File: config.mk
export PLATFORM = sky130hd
export DESIGN_NAME = pipeline_control
export DESIGN_NICKNAME = d
export VERILOG_FILES = /design/src/rtl/pipeline_control_pkg.sv /design/src/rtl/pipeline_control_sat_counter.sv /design/src/rtl/pipeline_control.sv
export SDC_FILE = /design/constraint.sdc
export NUM_CORES = 1
export LEC_CHECK = 0
export ABC_AREA = 1
export CORE_MARGIN = 8
export CORE_UTILIZATION = 54
export DETAILED_ROUTE_END_ITERATION = 6
export GPL_ROUTABILITY_DRIVEN = 0
export GPL_TIMING_DRIVEN = 0
export PLACE_DENSITY = 0.81
export SYNTH_ARGS = -nofsm -noshare
export SYNTH_HDL_FRONTEND = slang
export SYNTH_SLANG_ARGS = --single-unit
File: constraint.sdc
create_clock -name clk -period 3.4 [get_ports clk]
set_input_delay 0.68 -clock clk [delete_from_list [all_inputs] [get_ports clk]]
set_output_delay 0.68 -clock clk [all_outputs]
set_load 0.05 [all_outputs]
File: src/rtl/pipeline_control_pkg.sv
// -----------------------------------------------------------------------------
// pipeline_control_pkg
// Shared definitions for the pipeline stall/flush sequencer:
//   - state_e      : sequencer states
//   - STG_*        : bit index of each pipeline register in stage_en/stage_flush
//   - DRAIN_CYCLES : cycles spent draining EX, MEM and WB before halting
// -----------------------------------------------------------------------------
package pipeline_control_pkg;

    typedef enum logic [1:0] {
        IDLE    = 2'd0,
        RUN     = 2'd1,
        MC_WAIT = 2'd2,
        DRAIN   = 2'd3
    } state_e;

    localparam int STG_PC    = 0;
    localparam int STG_IFID  = 1;
    localparam int STG_IDEX  = 2;
    localparam int STG_EXMEM = 3;
    localparam int STG_MEMWB = 4;

    localparam int DRAIN_CYCLES = 3;

endpackage

File: src/rtl/pipeline_control_sat_counter.sv
// -----------------------------------------------------------------------------
// sat_counter
// Saturating up-counter with synchronous clear. Clear wins over increment;
// the count sticks at all ones once reached.
// Ports:
//   clk_i   : clock, rising edge
//   rst_ni  : asynchronous active-low reset (count -> 0)
//   clr_i   : synchronous clear
//   inc_i   : increment request
//   count_o : current count
// -----------------------------------------------------------------------------
module sat_counter #(
    parameter int WIDTH = 16
) (
    input  logic             clk_i,
    input  logic             rst_ni,
    input  logic             clr_i,
    input  logic             inc_i,
    output logic [WIDTH-1:0] count_o
);

    logic [WIDTH-1:0] count_q;
    logic [WIDTH-1:0] count_d;

    // Next count: clear, saturating increment, or hold.
    always_comb begin
        count_d = count_q;
        if (clr_i) begin
            count_d = '0;
        end else if (inc_i && (count_q != {WIDTH{1'b1}})) begin
            count_d = count_q + WIDTH'(1);
        end else begin
            count_d = count_q;
        end
    end

    // Count register.
    always_ff @(posedge clk_i or negedge rst_ni) begin
        if (!rst_ni) begin
            count_q <= '0;
        end else begin
            count_q <= count_d;
        end
    end

    assign count_o = count_q;

endmodule

File: src/rtl/pipeline_control.sv
// -----------------------------------------------------------------------------
// pipeline_control
// Central stall/flush sequencer for the PC, IF/ID, ID/EX, EX/MEM and MEM/WB
// registers. Drives the enable and synchronous clear of every register and
// arbitrates branch flushes, load-use bubbles, multi-cycle EX ops and halt.
// Outputs are Mealy so a hazard is handled in the cycle it is reported.
// Ports:
//   clk          : clock, rising edge
//   reset        : asynchronous active-low reset
//   start        : leave IDLE and begin execution
//   branch_taken : taken branch resolved in EX
//   mc_start     : multi-cycle op present in EX
//   load_use     : ID instruction depends on a load in EX
//   halt_req     : halt decoded in ID
//   stage_en     : per-register enable
//   stage_flush  : per-register synchronous clear
//   running      : high in RUN, MC_WAIT and DRAIN
//   halted       : sticky, set when a drain completes
//   stall_count  : saturating count of fetch-frozen cycles
// -----------------------------------------------------------------------------
module pipeline_control
    import pipeline_control_pkg::*;
#(
    parameter int NSTAGES = 5,
    parameter int MC_LAT  = 4,
    parameter int CNT_W   = 16
) (
    input  logic               clk,
    input  logic               reset,
    input  logic               start,
    input  logic               branch_taken,
    input  logic               mc_start,
    input  logic               load_use,
    input  logic               halt_req,
    output logic [NSTAGES-1:0] stage_en,
    output logic [NSTAGES-1:0] stage_flush,
    output logic               running,
    output logic               halted,
    output logic [CNT_W-1:0]   stall_count
);

    // The mc_start cycle itself is one frozen cycle, so the wait counter
    // starts at MC_LAT-2. With MC_LAT=1 there is nothing to wait for.
    localparam int MC_CNT_W = (MC_LAT > 2) ? $clog2(MC_LAT) : 1;
    localparam int MC_LOAD  = (MC_LAT > 1) ? (MC_LAT - 2) : 0;

    state_e              state_q, state_d;
    logic [MC_CNT_W-1:0] mc_cnt_q, mc_cnt_d;
    logic [1:0]          drain_cnt_q, drain_cnt_d;
    logic                halted_q, halted_d;
    logic [NSTAGES-1:0]  stage_en_s;
    logic [NSTAGES-1:0]  stage_flush_s;
    logic                running_s;
    logic                stall_clr_s;
    logic                stall_inc_s;

    // Next-state and Mealy output logic.
    always_comb begin
        state_d       = state_q;
        mc_cnt_d      = mc_cnt_q;
        drain_cnt_d   = drain_cnt_q;
        halted_d      = halted_q;
        stage_en_s    = '1;
        stage_flush_s = '0;
        running_s     = 1'b1;
        stall_clr_s   = 1'b0;
        case (state_q)
            IDLE: begin
                stage_en_s    = '0;
                stage_flush_s = '1;
                running_s     = 1'b0;
                if (start) begin
                    state_d     = RUN;
                    halted_d    = 1'b0;
                    stall_clr_s = 1'b1;
                end else begin
                    state_d = IDLE;
                end
            end
            RUN: begin
                if (branch_taken) begin
                    // PC still loads (the target); squash the two younger slots.
                    stage_flush_s[STG_IFID] = 1'b1;
                    stage_flush_s[STG_IDEX] = 1'b1;
                end else if ((MC_LAT > 1) && mc_start) begin
                    stage_en_s[STG_PC]         = 1'b0;
                    stage_en_s[STG_IFID]       = 1'b0;
                    stage_en_s[STG_IDEX]       = 1'b0;
                    stage_flush_s[STG_EXMEM]   = 1'b1;
                    mc_cnt_d                   = MC_CNT_W'(MC_LOAD);
                    state_d                    = MC_WAIT;
                end else if (load_use) begin
                    stage_en_s[STG_PC]       = 1'b0;
                    stage_en_s[STG_IFID]     = 1'b0;
                    stage_flush_s[STG_IDEX]  = 1'b1;
                end else if (halt_req) begin
                    stage_en_s[STG_PC]       = 1'b0;
                    stage_en_s[STG_IFID]     = 1'b0;
                    stage_flush_s[STG_IDEX]  = 1'b1;
                    drain_cnt_d              = 2'(DRAIN_CYCLES - 1);
                    state_d                  = DRAIN;
                end else begin
                    state_d = RUN;
                end
            end
            MC_WAIT: begin
                if (mc_cnt_q != '0) begin
                    stage_en_s[STG_PC]       = 1'b0;
                    stage_en_s[STG_IFID]     = 1'b0;
                    stage_en_s[STG_IDEX]     = 1'b0;
                    stage_flush_s[STG_EXMEM] = 1'b1;
                    mc_cnt_d                 = mc_cnt_q - MC_CNT_W'(1);
                end else begin
                    // Result is ready: EX/MEM captures it with RUN defaults.
                    state_d = RUN;
                end
            end
            DRAIN: begin
                stage_en_s[STG_PC]      = 1'b0;
                stage_en_s[STG_IFID]    = 1'b0;
                stage_flush_s[STG_IFID] = 1'b1;
                stage_flush_s[STG_IDEX] = 1'b1;
                if (drain_cnt_q != 2'd0) begin
                    drain_cnt_d = drain_cnt_q - 2'd1;
                end else begin
                    halted_d = 1'b1;
                    state_d  = IDLE;
                end
            end
            default: begin
                stage_en_s    = '0;
                stage_flush_s = '1;
                running_s     = 1'b0;
                state_d       = IDLE;
            end
        endcase
    end

    // Fetch is frozen whenever the PC enable is low outside IDLE.
    assign stall_inc_s = (state_q != IDLE) && !stage_en_s[STG_PC];

    // Sequencer state registers.
    always_ff @(posedge clk or negedge reset) begin
        if (!reset) begin
            state_q     <= IDLE;
            mc_cnt_q    <= '0;
            drain_cnt_q <= 2'd0;
            halted_q    <= 1'b0;
        end else begin
            state_q     <= state_d;
            mc_cnt_q    <= mc_cnt_d;
            drain_cnt_q <= drain_cnt_d;
            halted_q    <= halted_d;
        end
    end

    sat_counter #(
        .WIDTH (CNT_W)
    ) u_stall_cnt (
        .clk_i   (clk),
        .rst_ni  (reset),
        .clr_i   (stall_clr_s),
        .inc_i   (stall_inc_s),
        .count_o (stall_count)
    );

    assign stage_en    = stage_en_s;
    assign stage_flush = stage_flush_s;
    assign running     = running_s;
    assign halted      = halted_q;

endmodule

==> flow_summary.ini, run 1 <==
[outcome]
status = finished, final reports clean

[synthesis]
synth_top_area_share = 0.357
syn_area_um2 = 1610
ys_warn_count = 0
synthTopCellsByArea = dfrtp_1, nand2_1, ha_1
synthDistinctLibCells = 27
ys_ff_latch = 23
syn_inst = 219
syn_nets = 233
synth_mux_area_frac = 0.00698
synth-compound-area-share = 0.0829
synth_top_family_by_area = simple AND/OR/NAND/NOR gates
yosys.area.top_type = dfrtp_1
ys_seq_area_frac = 0.357
syn_area_per_cell_um2 = 7.37
synthXorXnorAreaFrac = 0.0271
synth_fa_ha_area_frac = 0.0543
yosys.area_share.simple = 0.381

[detailed_routing]
wirelength_um = 3780
vias = 1577
drt_iter0_markers = 66
ant_nets = 0
firstDrtPassIters = 4
drcViolationCount = 0
avgRoutedWirePerCell_um = 13.0
vias_per_cell = 5.44

[floorplan]
ios = 35
die-width_um = 70.7
die_y_um = 70.7
initial_core_util = 0.547
dieArea_um2 = 4990
core-area_um2 = 2950
core.rowCount = 20

[sta]
post-route-period-util = 0.905
worst_pin_slew_ns = 1.02
fin_crit_ns = 3.08
slew_viol_final = 0
slew_headroom = 0.315
clock_skew_ns = 0.0112
tns_ns = 0
rsz0062_at_grt = no
finalSetupViolCount = 0
max_freq_ghz = 0.325
final_hold_viol_count = 0

[global_routing]
grt_pass1_wl_um = 6600
grt_max_degree = 24
grt-ovfl-total = 0
antenna_found_initial = 0
grt_usage = 0.159
grt_pass1_vias = 1505

[clocking]
cts_root_buf = clkbuf_4
h-tree-depth = 1
cts_resized = 0
numCtsBuffers = 3
clkLatencyLatePin_ns = 0.32
cts_setup_buffers = 0
cts_tree = built
postCtsHoldBufs = 0
path_clk_slew_ns = 0.12
numClockSinks = 23
clk_path_buf_depth = 2

[finish]
final.fill_count = 260
drive_gt1_frac = 0.0934
multi_input_area_um2 = 892
fin_cells = 290
fin_area_um2 = 2020
diodes = 0
area_growth_pct = 25.3
layout_commonest_cell = nand2_1
fin_nets = 272
layout_common_cells = nand2_1, clkdlybuf4s50_1, dfrtp_1, nor2_1, inv_1
seqCellArea_um2 = 576

[pwr]
p_per_area_nw_per_um2 = 875
power_mw = 1.77
p_leak_nw = 0.952
ir_drop_uv = 900

[critical_path]
path_class = input pin to primary output
crit_arrival_ns = 2.40
crit_path_end_kind = primary output
cp_data_required_time_ns = 2.72
cp-start-kind = input pin
crit_fanout = 3

[placed_design]
place_inst = 286
dpl-instance-area_um2 = 2000
dp_hpwl_um = 2910
port_buffers = 34

[job]
drv_cap = 0

[min_path]
hold_path.class = register to register
[worst max-delay path, cell delays in order]
cell and delay (ns):
clkdlybuf4s50_1 0.52, inv_1 0.09, nand2_1 0.08, nand2_2 0.07, nand2_1 0.08, buf_4 0.10
clkdlybuf4s50_1 0.78
[cells by family after synthesis]
group | after synthesis
AO/OA/AOI/OAI | 23
XOR/XNOR | 5
adder cells (fa/ha/maj) | 7
buffers and inverters | 30
flip-flops | 23
multiplexers | 1
AND/OR/NAND/NOR | 130
[registers in the layout, indices dropped and copies added (netlist names)]
signal and count:
u_stall_cnt.count_o 16, drain_cnt_q 2, mc_cnt_q 2, state_q 2, halted 1
[synth_stat cells]
master    instances
a31oi_1           2
a21oi_1           6
clkbuf_1          1
nor2_1           21
xor2_1            5
nand3_1          11
nand4_1          14
nor2_4            3
nor3_1            2
ha_1              7
buf_6             2
a32oi_1           1
nor2_8            1
nand2_1          69
nand2_4           1
nand3b_1          2
inv_2             2
nand3_2           2
dfrtp_1          23
o21a_1            1
inv_1            20
buf_4             5
a22oi_1           1
o21ai_0           9
o21bai_1          3
mux2_2            1
nand2_2           4
[power breakdown]
| part | total [mW] | leakage (nW) | switching, mW | internal (mW) |
|---|---|---|---|---|
| Combinational | 1.26 | 0.634 | 0.826 | 0.430 |
| Clock | 0.130 | 0.0150 | 0.0837 | 0.0459 |
| Sequential | 0.383 | 0.303 | 0.0492 | 0.334 |
[path summary, 6_finish.rpt]
path,from,to,slack [ns],cells past startpoint
max,branch_taken,stage_en[1],0.32,7
min,drain_cnt_q[1]$_DFFE_PN0P_,drain_cnt_q[1]$_DFFE_PN0P_,0.53,2
max reg2reg,state_q[1]$_DFFE_PN0P_,u_stall_cnt.count_o[7]$_DFFE_PN0P_,1.47,11
min reg2reg,drain_cnt_q[1]$_DFFE_PN0P_,drain_cnt_q[1]$_DFFE_PN0P_,0.53,2
max in group asynchronous,reset,u_stall_cnt.count_o[7]$_DFFE_PN0P_,1.87,1
min in group asynchronous,reset,u_stall_cnt.count_o[3]$_DFFE_PN0P_,0.91,1
[layer usage]
metal	vias to the layer above	routed length, µm	track usage
li1	797	-	-
met1	721	1640	0.176
met2	55	1790	0.277
met3	4	297	0.0508
met4	0	48	0.0531
met5	-	0	0
[layout make-up]
type                    instances  share of cell area
flip-flops and latches         23               0.285
clock buffers                   4              0.0130
inverters                      22              0.0408
repair buffers                 34               0.168
well taps                      33              0.0204
plain buffers                   8              0.0316
multi-input cells             166               0.441
[metrics by stage]
step | setup WS [ns] | util | hold WS (ns)
4_1_cts | 0.310 | 0.685 | 0.540
6_report | 0.324 | 0.685 | 0.532
5_1_grt | 0.233 | 0.685 | 0.564
3_5_place_dp | 0.310 | 0.676 | 0.512
2_1_floorplan | 0.389 | - | 0.384
3_3_place_gp | 0.324 | 0.676 | 0.516
Note: power is estimated with default switching activity, not from simulation.
==> run 2, diff against run 1 <==
HOLD_SLACK_MARGIN = 0.06   (was default)
==> results of run 2 <==
Same layout as run 1: the final DEF is identical, and so are final timing and power.
